<file path="config.mk">
export PLATFORM = sky130hd
export DESIGN_NAME = cdc_pulse_tx_ctrl
export DESIGN_NICKNAME = d
export VERILOG_FILES = /design/src/rtl/cdc_pulse_tx_ctrl_pkg.sv /design/src/rtl/cdc_pulse_tx_ctrl_sync.sv /design/src/rtl/cdc_pulse_tx_ctrl.sv
export SDC_FILE = /design/constraint.sdc
export NUM_CORES = 1
export LEC_CHECK = 0
export CORE_MARGIN = 5
export CORE_UTILIZATION = 55
export DETAILED_ROUTE_END_ITERATION = 6
export DONT_BUFFER_PORTS = 1
export HOLD_SLACK_MARGIN = 0.1
export PLACE_DENSITY = 0.72
export SETUP_SLACK_MARGIN = 0.02
export SLEW_MARGIN = 20
export SYNTH_ARGS = -nofsm -noshare
export SYNTH_HDL_FRONTEND = slang
export SYNTH_SLANG_ARGS = --single-unit
</file>
<file path="constraint.sdc">
create_clock -name clk -period 3.89 [get_ports clk]
set_input_delay 1.167 -clock clk [delete_from_list [all_inputs] [get_ports clk]]
set_output_delay 1.167 -clock clk [all_outputs]
set_load 0.05 [all_outputs]
</file>
<file path="src/rtl/cdc_pulse_tx_ctrl_pkg.sv">
// Shared definitions for the req/ack pulse-crossing source controller.
package cdc_pulse_tx_ctrl_pkg;

    // Clock edges between an ack_in change and its appearance on ack_s.
    localparam int SYNC_LAT = 3;

    typedef enum logic [1:0] {
        INIT   = 2'd0,
        IDLE   = 2'd1,
        REQ_HI = 2'd2,
        REQ_LO = 2'd3
    } state_e;

endpackage

</file>
<file path="src/rtl/cdc_pulse_tx_ctrl_sync.sv">
// Library 3-stage set-type synchronizer: all stages are forced to 1 while
// set_ is low, so the far side reads as busy out of reset.
module p_SSYNC3DO_S_PPP (
    input  logic clk,
    input  logic set_,
    input  logic d,
    output logic q
);

    logic [2:0] sync_q;

    // Shift the asynchronous input through three flops.
    always_ff @(posedge clk or negedge set_) begin
        if (!set_) begin
            sync_q <= 3'b111;
        end else begin
            sync_q <= {sync_q[1:0], d};
        end
    end

    assign q = sync_q[2];

endmodule

</file>
<file path="src/rtl/cdc_pulse_tx_ctrl.sv">
// Source-side controller for a 4-phase req/ack crossing: counts local event
// pulses and runs one full handshake per pending event.
module cdc_pulse_tx_ctrl
    import cdc_pulse_tx_ctrl_pkg::*;
#(
    parameter int CNT_W = 4,
    parameter int TO_W  = 8
) (
    input  logic             clk,
    input  logic             reset_,
    input  logic             pulse_in,
    input  logic             ack_in,
    output logic             req_out,
    output logic             done_pulse,
    output logic [CNT_W-1:0] pend_cnt,
    output logic             idle,
    output logic             ovf,
    input  logic             ovf_clr,
    output logic             tmo,
    input  logic             tmo_clr
);

    localparam logic [CNT_W-1:0] CNT_MAX = '1;
    localparam logic [TO_W-1:0]  TO_MAX  = '1;
    localparam logic [TO_W-1:0]  TO_LAST = TO_MAX - TO_W'(1);

    state_e           state_q, state_d;
    logic             req_q, req_d;
    logic             done_q, done_d;
    logic [CNT_W-1:0] cnt_q, cnt_d;
    logic             ovf_q, ovf_d;
    logic             tmo_q, tmo_d;
    logic [TO_W-1:0]  wd_q, wd_d;
    logic             ack_s;
    logic             launch;
    logic             sat;
    logic             inc;
    logic             in_req;
    logic             stay;

    p_SSYNC3DO_S_PPP u_ack_sync (
        .clk  (clk),
        .set_ (reset_),
        .d    (ack_in),
        .q    (ack_s)
    );

    // Next-state and request level; only the synchronized ack is used.
    always_comb begin
        // NOTE: every output of this block gets a default first so no path
        // leaves a variable unassigned, which would infer a latch.
        state_d = state_q;
        req_d   = req_q;
        done_d  = 1'b0;
        launch  = 1'b0;
        case (state_q)
            INIT: begin
                req_d = 1'b0;
                if (!ack_s) state_d = IDLE;
            end
            IDLE: begin
                req_d = 1'b0;
                if (cnt_q != '0 || pulse_in) begin
                    state_d = REQ_HI;
                    req_d   = 1'b1;
                    launch  = 1'b1;
                end
            end
            REQ_HI: begin
                req_d = 1'b1;
                if (ack_s) begin
                    state_d = REQ_LO;
                    req_d   = 1'b0;
                end
            end
            REQ_LO: begin
                req_d = 1'b0;
                if (!ack_s) begin
                    state_d = IDLE;
                    done_d  = 1'b1;
                end
            end
            default: begin
                state_d = INIT;
                req_d   = 1'b0;
            end
        endcase
    end

    // Pending counter, sticky flags and handshake watchdog.
    always_comb begin
        sat    = (cnt_q == CNT_MAX);
        // A saturated counter still accepts the event when one leaves the same cycle.
        inc    = pulse_in && (!sat || launch);
        cnt_d  = cnt_q + CNT_W'(inc) - CNT_W'(launch);
        ovf_d  = (ovf_q && !ovf_clr) || (pulse_in && sat && !launch);

        in_req = (state_q == REQ_HI) || (state_q == REQ_LO);
        stay   = (state_d == state_q);
        wd_d   = '0;
        if (in_req && stay) begin
            wd_d = (wd_q == TO_MAX) ? wd_q : wd_q + TO_W'(1);
        end
        // Set only on the step into all-ones so a clear while stalled sticks.
        tmo_d  = (tmo_q && !tmo_clr) || (in_req && stay && wd_q == TO_LAST);
    end

    // State register and request/done flops.
    always_ff @(posedge clk or negedge reset_) begin
        if (!reset_) begin
            state_q <= INIT;
            req_q   <= 1'b0;
            done_q  <= 1'b0;
        end else begin
            // NOTE: non-blocking assignments make every flop sample the
            // pre-edge values, independent of statement order.
            state_q <= state_d;
            req_q   <= req_d;
            done_q  <= done_d;
        end
    end

    // Datapath registers.
    always_ff @(posedge clk or negedge reset_) begin
        if (!reset_) begin
            cnt_q <= '0;
            ovf_q <= 1'b0;
            tmo_q <= 1'b0;
            wd_q  <= '0;
        end else begin
            cnt_q <= cnt_d;
            ovf_q <= ovf_d;
            tmo_q <= tmo_d;
            wd_q  <= wd_d;
        end
    end

    assign req_out    = req_q;
    assign done_pulse = done_q;
    assign pend_cnt   = cnt_q;
    assign ovf        = ovf_q;
    assign tmo        = tmo_q;
    assign idle       = (state_q == IDLE) && (cnt_q == '0);

endmodule

</file>
-- Word level (Yosys, flattened, before mapping)
Cells that the tools add are included.
- add/sub/neg operators: 3
- multipliers: 0
- div/mod/pow operators: 0
- $lt $le $gt $ge: 0
- eq/ne operators: 8
- shifts and indexed selects: 0
- multiplexer cells: 11
- bitwise logic cells: 0
- reductions and logical operators: 21
- operators by type and width (cell ; count):
    equality test 8 bit (second input constant) ; 2
    two-way mux 8 bit ; 2
    adder 8 x 1 -> 8 bit (second input constant) ; 1
    logical AND 1 bit ; 8
    two-way mux 2 bit ; 3
    case mux 2 bit (3 select lines) ; 1
    logical OR 1 bit ; 5
    adder 4 x 1 -> 4 bit ; 1
    equality test 2 bit (second input constant) ; 2
    equality test 4 bit (second input constant) ; 1
    logical NOT 1 bit ; 4
    logical NOT 4 bit ; 1
    two-way mux 1 bit ; 4
    nonzero test 4 bit ; 1
    subtractor 4 x 1 -> 4 bit ; 1
    case mux 1 bit (3 select lines) ; 1
    equality test 2 x 1 -> 1 bit (second input constant) ; 1
    equality test 2 bit ; 1
    logical NOT 2 bit ; 1
    inequality test 2 bit (second input constant) ; 1
    OR reduction 2 bit ; 1
- register bits after elaboration: 21
- latch bits: 0
- bits in writable memories: 0
- bits in read-only memories: 0
- input bits: 6
- word-level logic and storage cells: 51
- memories: 0

-- Longest topological paths before layout
Gate-level depths: netlist of run 1.
- word-level depth: 8
- gate-level depth with buffers: 9

-- Modules after synthesis
Synthesis of run 1 repeated with hierarchy kept, for this count alone.
- cells, all modules: 117
- area, all modules: 1229.9 µm²
- by module, submodules not included (module ; instances ; cells an instance ; area an instance (µm²)):
    cdc_pulse_tx_ctrl ; 1 ; 114 ; 1151.1
    p_SSYNC3DO_S_PPP ; 1 ; 3 ; 78.8

-- Worst setup path after synthesis of run 1
OpenSTA, ideal clock, no wires.
- kind: register -> output
- start: register cnt_q[2] (netlist: pend_cnt[2])
- end: output port idle
- data arrival time: 1.492 ns
- data required time: 2.723 ns
- setup slack: 1.231 ns
- cell stages (with the launch flop): 5
- cells stage by stage: dfrtp_1 -> inv_1 -> ha_1 -> nor3b_1 -> and2_1
- word-level cells in the longest chain between the ends: 2
- ends and longest elaborated chain (item ; RTL line ; source):
    from (decl) ; cdc_pulse_tx_ctrl.sv:30 ; logic [CNT_W-1:0] cnt_q, cnt_d;
    from (signal assigned) ; cdc_pulse_tx_ctrl.sv:131 ; cnt_q <= cnt_d;
    logical NOT 4 bit ; cdc_pulse_tx_ctrl.sv:143 ; assign idle = (state_q == IDLE) && (cnt_q == '0);
    logical AND 1 bit ; cdc_pulse_tx_ctrl.sv:143 ;
    to (decl) ; cdc_pulse_tx_ctrl.sv:16 ; output logic idle,
No other way between the ends.

-- Final worst setup path of run 1
Ends and elaborated chain as after synthesis.

==> impl_results.md, run 1 <==
* Status: finished clean
* Clock tree from TritonCTS: yes
* Synth area leader: dfrtp_1
* Core area at 2190 µm²
* Die Span Y at 57.8 µm
* Pwr Density at 750 nW/µm²
* Final hold slack at 0.364 ns
* Inserted Diodes at 0
* Ys async rst share at 100%
* Area growth syn-to-layout at 3.38%
* DRT antenna net count at 0
* Mapped cell area at 1260 µm²
* Hold path start: u_ack_sync.sync_q[1]
* Max Freq at 322 MHz
* Most frequent cell after synthesis: dfrtp_1
* CP Buf/Inv Count at 1
* Die X at 57.8 µm
* Net Count, Synth at 135
* Skew final at 0.00751 ns
* Slowest stage cell on the critical path: dfrtp_1
* Post-layout util at 59.3%
* Starting density of the core at 57.4%
* Crit path launch type: flip-flop
* Post-synth top cells: dfrtp_1, inv_1, ha_1
* Final wirelength at 2080 µm
* Flop pwr share at 45.2%
* CP max FO at 3
* Post-synth cell types at 38
* DIE AREA at 3340 µm²
* Gpl congestion at 0.766
* Detailed-placement wirelength estimate at 1560 µm
* Synth top area cells: dfrtp_1, ha_1, dfstp_2
* Drt wl/cell at 14.2 µm
* Worst-Skew Late Latency at 0.30 ns
* Port bufs at 0
* TritonCTS Sinks at 21
* FILL cells at 185
* GRT Overall Usage at 13.7%
* P_int at 499 µW
* Yosys top cell area share at 35.8%
* Clock Tree Root: clkbuf_4
* Largest net degree at the start of global routing at 22
* WP data arrival at 1.94 ns
* Final hold vios at 0
* CP Class: reg2out
* R2R cell count at 9
* Actual slew at the worst max-slew pin at 0.708 ns
* Synthesis Warnings at 0
* Register area share after synthesis at 42.1%
* # H-tree levels at 1
* Crit. End Element: primary output
* Finished Cell Area at 1300 µm²
* Max Slew Vio Count at 0
* Post-synth top flop: dfrtp_1
* CTS Buffer Depth at 2
* Total gr overflow at 0
* Fin crit period at 3.11 ns
* Dpl cells at 142
* Global-route wire length before repair at 3700 µm
* Worst Hold End: u_ack_sync.sync_q[2]
* Combinational Power Share at 44.4%
* Number of synthesized flops with an enable pin at 0
* Leakage at 0.562 nW
* Final Non-Filler Cells at 146
* Post-CTS sizing at 0
* Psw at 476 µW
* Final setup vio count at 0
* Critical Path RT at 2.72 ns
* Max-cap violations at 0
* Cells after synthesis at 117
* DP Area at 1270 µm²
* Tcrit/Tclk final at 79.8%
* Initial antenna violation count at 0
* Cell chain of the critical path: inv_1 -> ha_1 -> nor3b_1 -> and2_1
* Worst hold path depth at 0
* Nets at 137
* 1st-pass router iterations at 4
* Worst Hold Class: reg2reg
* CP top delay family: simple AND/OR/NAND/NOR gates
* CTS clk-pin slew, worst paths at 0.12 ns
* Clock power share at 10.4%
* R2R Path End: pend_cnt[1]
* Share of cells above drive strength 1 at 16.9%
* Vias per inst at 5.84
* Max VDD drop at 0.453 mV
* Row cnt at 17
* Worst path max stage delay at 0.60 ns
* FF-to-FF Start: pend_cnt[2]
* Switch share at 48.8%
* DR iter-0 viols at 22
* RSZ-0062 raised after global routing: false
* DRC at 0
* Vias in the first global route at 871
* I/O Pins at 15
* Hold_buf cts at 0
* Worst slew margin at 52.8%
* Avg Synthesized Cell Area at 10.7 µm²
* Post-synthesis register bit count at 21
* FF-to-FF setup slack at 1.19 ns
* Via count at 853
* Fin Setup TNS at 0 ns
* # Post-CTS Setup Buffers at 0
* CTS Buf Count at 3
[stage by stage]
| step | worst slack [ns] | total power, mW |
|---|---|---|
| 6_report | 0.784 | 0.975 |
| 5_1_grt | 0.660 | 1.06 |
| 3_3_place_gp | 1.17 | 0.871 |
| 3_5_place_dp | 1.12 | 0.881 |
| 2_1_floorplan | 1.23 | 0.805 |
| 4_1_cts | 0.762 | 0.989 |
[power groups by stage]
| stage | sequential, mW | combinational (mW) | clock (mW) |
|---|---|---|---|
| final | 0.440 | 0.433 | 0.102 |
| after global placement | 0.445 | 0.425 | 0 |
| after floorplan | 0.431 | 0.375 | 0 |
| after detailed placement | 0.447 | 0.434 | 0 |
| after global routing | 0.453 | 0.487 | 0.118 |
| after CTS | 0.442 | 0.438 | 0.109 |
[worst reg2reg max path, cell delays in order (launching register included)]
cell and delay [ns]:
dfrtp_1 0.69, inv_1 0.14, ha_1 0.24, nor3b_1 0.14
or3b_2 0.51, o21ai_0 0.11, ha_1 0.20, inv_1 0.06
fa_1 0.47, inv_1 0.04
[registers in the layout, indices dropped and copies added (netlist names)]
signal,flops
tmo,1
u_ack_sync.sync_q,3
done_pulse,1
wd_q,8
req_out,1
state_q,2
pend_cnt,4
ovf,1
[area by class of cell]
type / instances / area (µm²) / share of cell area (%)
well taps: 28 / 35.0 / 2.69
multi-input cells: 79 / 656 / 50.4
clock buffers: 3 / 22.5 / 1.73
clock inverters: 1 / 5.00 / 0.385
flip-flops and latches: 21 / 529 / 40.7
inverters: 14 / 52.6 / 4.04
[worst max-delay path by stage]
stage | from | to | slack [ns] | depth (start not counted)
after global routing | pend_cnt[2] | idle | 0.66 | 4
after global placement | pend_cnt[2] | idle | 1.17 | 4
after floorplan | pend_cnt[2] | idle | 1.23 | 4
after detailed placement | pend_cnt[2] | idle | 1.12 | 4
final | pend_cnt[2] | idle | 0.78 | 4
after CTS | pend_cnt[2] | idle | 0.76 | 4
[cell families after synthesis]
group	share of synthesized area [%]
AND/OR/NAND/NOR	21.7
adder cells (fa/ha/maj)	12.5
buffers and inverters	5.77
flip-flops	42.1
XOR/XNOR	2.09
AO/OA/AOI/OAI	13.8
multiplexers	1.99
[metal layers]
layer | vias to the layer above | global-route usage [%] | share of wire [%]
met5 | - | 0 | 0
met2 | 15 | 22.9 | 49
met3 | 0 | 3.34 | 4.1
met4 | 0 | 4.97 | 0
li1 | 421 | - | -
met1 | 417 | 17.0 | 47
[placed cells by master (no fill, tap or decap), drive strengths merged]
master | netlist | layout
dfrtp | 18 | 18
and3 | 3 | 3
nor3 | 5 | 5
o2111ai | 1 | 1
nand2b | 1 | 1
nor4 | 4 | 4
inv | 14 | 14
nand2 | 4 | 4
nor3b | 1 | 1
mux2 | 1 | 1
clkinv | 0 | 1
o31ai | 1 | 1
a21o | 1 | 1
a31oi | 4 | 4
o221ai | 1 | 1
o32ai | 1 | 1
or3b | 1 | 1
nand3 | 4 | 4
and4 | 1 | 1
xor2 | 2 | 2
fa | 1 | 1
and2 | 2 | 2
nor4b | 3 | 3
mux2i | 1 | 1
o22ai | 1 | 1
nor2 | 8 | 8
ha | 11 | 11
a21oi | 8 | 8
o21ai | 2 | 2
clkbuf | 0 | 3
nand4 | 3 | 3
dfstp | 3 | 3
o221a | 1 | 1
or2b | 1 | 1
xnor2 | 1 | 1
Note: power is estimated with default switching activity, not from simulation.
==> run 2: changes to the inputs <==
Settings changed: ABC_AREA set to 1, PLACE_DENSITY 0.72 to 0.75.
Clock period 3.89 ns to 2.8 ns, I/O delays scaled along.
==> run 2 against run 1 <==
  * Sequential cell count stayed put
  * Wire length is 2.0% higher
  * Global-route usage is 1.6 points higher
  * Largest cell class unchanged
  * Critical endpoint unchanged
  * Worst setup slack worse by 0.34 ns
  * Register-to-register slack worse by 0.55 ns
  * Synthesized cell count is 17% higher
  * Final cell count is 19% higher
==> impl_results.md, run 2 <==
* Max Freq at 424 MHz
* Die X at 57.2 µm
* Most frequent cells in the layout: nand2_1, inv_1, dfrtp_1
* R2R cell count at 12
* # H-tree levels at 1
* Max-cap violations at 0
* CP dominant cell by count: buf_4
* 1st-pass router iterations at 4
* Fin Setup TNS at 0 ns
* R2R Path End: pend_cnt[2]
* CP Buf/Inv Count at 3
* Final setup vio count at 0
* Critical Path RT at 1.96 ns
* Crit. End Element: primary output
* Max Slew Vio Count at 0
* Most flops, register: wd_q
* CTS clk-pin slew, worst paths at 0.12 ns
* Fin crit period at 2.36 ns
* Global-route wire length before repair at 3930 µm
* Complex-gate fraction of the synthesized area at 4.80%
* CP Class: reg2out
* Post-synth cell types at 26
* Starting density of the core at 56.5%
* Post-Synth Adder-Cell Area at 12.9%
* Area share of and/or/nand/nor cells after synthesis at 27.8%
* Post-synth top flop: dfrtp_1
* Pwr Density at 1070 nW/µm²
* Synth top area cells: dfrtp_1, ha_1, nand2_1
* Worst Hold Class: in2async
* XOR/XNOR share of the synthesized area at 3.57%
* # Post-CTS Setup Buffers at 0
* Worst-Skew Late Latency at 0.30 ns
* FF-to-FF Start: pend_cnt[3]
* DRT antenna net count at 0
* Largest net degree at the start of global routing at 22
* Tcrit/Tclk final at 84.3%
* Die Span Y at 57.2 µm
* Most common cell after layout, fill and taps aside: nand2_1
* I/O Pins at 15
* Inserted Diodes at 0
* Net Count, Synth at 155
* FF-to-FF setup slack at 0.64 ns
* Number of synthesized flops with an enable pin at 0
* Cells after synthesis at 137
* DR iter-0 viols at 19
* Hold_buf cts at 0
* Register area share after synthesis at 43.2%
* RSZ-0062 raised after global routing: false
* Max VDD drop at 0.713 mV
* Status: finished clean
* Crit path launch type: flip-flop
* Ys async rst share at 100%
* Actual slew at the worst max-slew pin at 0.476 ns
* Via count at 894
* Most frequent cell after synthesis: nand2_1
* Largest register FFs at 8
* DRC at 0
* Final WS setup at 0.440 ns
* Final hold vios at 0
* Post-CTS sizing at 0
* CP top delay family: buffers and inverters
* Synth area leader: dfrtp_1
* Clock Tree Root: clkbuf_4
* Share of cells above drive strength 1 at 22.6%
* Pre-CTS setup slack at 0.591 ns
* DIE AREA at 3270 µm²
* DP Area at 1300 µm²
* Final hold slack at 0.210 ns
* Gpl congestion at 0.854
* Yosys top cell area share at 36.7%
* Core area at 2170 µm²
* Synthesis Warnings at 0
* Skew final at 0.00241 ns
* Clock tree from TritonCTS: yes
* Initial antenna violation count at 0
* Drt wl/cell at 12.2 µm
* Worst path max stage delay at 0.38 ns
* CTS Buf Count at 3
* Leakage at 0.615 nW
* CP max FO at 4
* Vias in the first global route at 917
* Worst slew margin at 68.3%
* CTS Buffer Depth at 2
* Multiplexer share of the synthesized area at 0%
* Area growth syn-to-layout at 8.16%
* Row cnt at 17
* Slowest stage cell on the critical path: dfrtp_1
* Cell chain of the critical path: buf_4 -> inv_1 -> ha_1 -> nand2_1 -> nor2_1 -> buf_4
* Mapped cell area at 1230 µm²
* Nets at 165
* Final wirelength at 2120 µm
* Port bufs at 0
* FILL cells at 193
* TritonCTS Sinks at 21
* Detailed-placement wirelength estimate at 1670 µm
* Largest family of logic cells by synthesized area: simple AND/OR/NAND/NOR gates
* Avg Synthesized Cell Area at 8.95 µm²
* Post-synthesis register bit count at 21
* Post-synth top cells: nand2_1, inv_1, dfrtp_1
* Total gr overflow at 0
* WP data arrival at 1.52 ns
* Finished Cell Area at 1330 µm²
* Vias per inst at 5.14
* GRT Overall Usage at 15.2%
run 2: cell types whose count changed after synthesis, moves of 4 or more:
| cell | delta |
|---|---|
| a21oi_1 | -6 |
| nor3_1 | -5 |
| nor2_2 | +9 |
| inv_1 | +7 |
| nand3_1 | +5 |
| nor4_2 | -4 |
| nand2_1 | +19 |
run 2: final cells by class:
cell class                 instances  area (µm²)  area share (%)
multi-input combinational         91         601            45.3
sequential                        21         529            39.9
inverter                          25        96.3            7.26
timing repair buffer               5        37.5            2.83
tap                               28        35.0            2.64
clock buffer                       3        22.5            1.70
clock inverter                     1        5.00           0.377
run 2: how the worst max path moves through the flow:
stage / cells past startpoint / startpoint / to
floorplan: 4 / pend_cnt[2] / idle
global placement: 10 / pulse_in / pend_cnt[1]
detailed placement: 10 / pulse_in / pend_cnt[2]
CTS: 6 / pend_cnt[3] / idle
global route: 6 / pend_cnt[3] / idle
finish: 6 / pend_cnt[3] / idle
run 2: worst reg2reg max path: stages, from the launching register on:
cell and delay, ns:
dfrtp_1 0.34, buf_4 0.20, inv_1 0.06, ha_1 0.24, nand3_2 0.10, nand2_1 0.05
nor2_1 0.18, inv_1 0.09, nand2_1 0.08, ha_1 0.16, inv_1 0.05, fa_1 0.37
xnor2_1 0.13
run 2: routing by layer:
layer  vias to the layer above  wire length (µm)  track usage [%]
met5                         -                 0                0
met4                         0                31             3.97
met3                         4                90             3.62
met2                        19              1090             25.6
met1                       420               911             19.6
li1                        451                 -                -
run 2: cells by family (layout without fill, tap and decap cells):
logic type / count (synthesis) / after routing
AO/OA/AOI/OAI: 10 / 10
XOR/XNOR: 5 / 5
adder cells (fa/ha/maj): 12 / 12
buffers and inverters: 25 / 34
flip-flops: 21 / 21
AND/OR/NAND/NOR: 64 / 64
run 2: per-stage QoR:
step | power, mW | util (%) | instances
final | 1.42 | 61.1 | 174
after global routing | 1.56 | 61.1 | 174
after CTS | 1.44 | 61.1 | 174
after detailed placement | 1.29 | 59.9 | 170
after global placement | 1.25 | 59.9 | 170
after floorplan | 1.11 | - | 137
run 2: power breakdown:
group | total [mW] | switching [mW] | internal (mW)
sequential | 0.479 | 0.100 | 0.379
clock | 0.146 | 0.0930 | 0.0533
combinational | 0.794 | 0.519 | 0.275
total | 1.42 | 0.713 | 0.707
==> run 3: changes to the inputs <==
Settings changed: PLACE_DENSITY 0.75 to 0.72.
Clock period 2.8 ns to 2.4 ns, I/O delays scaled along.
==> run 3 against run 2 <==
  * Clock skew grew 0.0013 ns
  * Count of clock-buffer cells in the layout is the same
  * Via count is 1.0% lower
  * Register-to-register slack lost 0.30 ns
  * Sequential cell count stayed put
==> impl_results.md, run 3 (same netlist as run 2, synthesis figures left out) <==
* Status: finished clean
* Multi-input gate area at 601 µm²
* Nets at 166
* 1st-pass router iterations at 4
* Critical path origin: state_q[1]
* Post-CTS sizing at 0
* Clock Tree Root: clkbuf_4
* Initial antenna violation count at 0
* Max Slew Vio Count at 0
* Worst slew margin at 44.6%
* # Post-CTS Setup Buffers at 0
* DP Area at 1300 µm²
* Vias per inst at 5.06
* Gpl congestion at 0.774
* Crit path launch type: flip-flop
* Clock power share at 10.0%
* Fin Setup TNS at 0 ns
* DRC at 0
* P_int at 828 µW
* Largest register FFs at 8
* Finished Cell Area at 1340 µm²
* CTS Buffer Depth at 2
* R2R Path End: pend_cnt[1]
* Final hold slack at 0.245 ns
* Clock tree from TritonCTS: yes
* Pwr Density at 1250 nW/µm²
* FF-to-FF setup slack at 0.34 ns
* FILL cells at 196
* Post-layout util at 61.6%
* Die Span Y at 57.2 µm
* CP max FO at 6
* Worst-Skew Late Latency at 0.30 ns
* Total gr overflow at 0
* Vias in the first global route at 970
* Final hold vios at 0
* Starting density of the core at 56.5%
* Detailed-placement wirelength estimate at 1610 µm
* Sequential cell area at 529 µm²
* Crit. End Element: primary output
* Max-cap violations at 0
* I/O Pins at 15
* Largest net degree at the start of global routing at 19
* DRT antenna net count at 0
* R2R cell count at 10
* TritonCTS Sinks at 21
* RSZ-0062 raised after global routing: false
* Max VDD drop at 0.950 mV
* WP data arrival at 1.48 ns
* Critical Path RT at 1.68 ns
* Inserted Diodes at 0
* FF-to-FF Start: state_q[1]
* Port bufs at 0
* CTS Buf Count at 3
* Most frequent cells in the layout: nand2_1, inv_1, dfrtp_1
* Share of cells above drive strength 1 at 22.4%
* Core area at 2170 µm²
* Worst Hold Class: in2async
* Drt wl/cell at 12.0 µm
* Actual slew at the worst max-slew pin at 0.828 ns
* Skew final at 0.00367 ns
* Most common cell after layout, fill and taps aside: nand2_1
* Die X at 57.2 µm
* Via count at 885
* GRT Overall Usage at 15.1%
* CTS clk-pin slew, worst paths at 0.11 ns
* Area growth syn-to-layout at 8.98%
* Most flops, register: wd_q
* DR iter-0 viols at 11
* Leakage at 0.620 nW
* Switch share at 50.3%
* Max Freq at 455 MHz
* Flop pwr share at 34.9%
* Final setup vio count at 0
* DIE AREA at 3270 µm²
* Global-route wire length before repair at 3970 µm
* CP Class: reg2out
* Row cnt at 17
* Combinational Power Share at 55.0%
* Psw at 837 µW
* Tcrit/Tclk final at 91.5%
* Final wirelength at 2100 µm
* # H-tree levels at 1
* Fin crit period at 2.20 ns
==> run 3: critical path, cell delays in order (launching register included) <==
cell and delay [ns]:
dfrtp_1 0.47, inv_1 0.14, ha_1 0.21, inv_1 0.06
nor2_1 0.09, buf_4 0.20
==> run 3: through the flow <==
stage,setup WS [ns],cells,power [mW]
4_1_cts,0.214,175,1.69
6_report,0.204,175,1.66
5_1_grt,0.0990,175,1.83
3_3_place_gp,0.400,170,1.46
3_5_place_dp,0.311,170,1.51
2_1_floorplan,0.0541,137,1.30
==> run 3: final cells by class <==
type / instances / share of cell area, %
clock inverters: 1 / 0.375
well taps: 28 / 2.62
multi-input cells: 91 / 44.9
repair buffers: 6 / 3.56
flip-flops and latches: 21 / 39.6
clock buffers: 3 / 1.69
inverters: 25 / 7.21
==> run 3: worst max-delay path by stage <==
stage	endpoint	slack (ns)	cells after the start
after floorplan	idle	0.05	4
after global placement	pend_cnt[2]	0.40	10
after detailed placement	pend_cnt[2]	0.31	10
after CTS	idle	0.21	5
after global routing	idle	0.1	5
final	idle	0.20	5
==> run 3: timing repair <==
action	CTS	global route
hold endpoints to repair	18	0
hold buffers	1	0
endpoints found under the setup margin	0	0
==> run 3: power groups by stage <==
stage	Sequential (mW)	Combinational, mW	Clock [mW]
floorplan	0.706	0.595	0
global placement	0.582	0.880	0
detailed placement	0.588	0.919	0
CTS	0.581	0.932	0.174
global route	0.593	1.05	0.188
finish	0.581	0.916	0.167
==> run 3: per-layer routing <==
layer | part of all wire [%] | wire length (µm) | track usage, % | up-vias
met4 | 0.67 | 14 | 2.65 | 0
met2 | 51 | 1070 | 26.6 | 13
li1 | - | - | - | 453
met1 | 44 | 917 | 17.7 | 417
met3 | 4.7 | 99 | 5.43 | 2
met5 | 0 | 0 | 0 | -
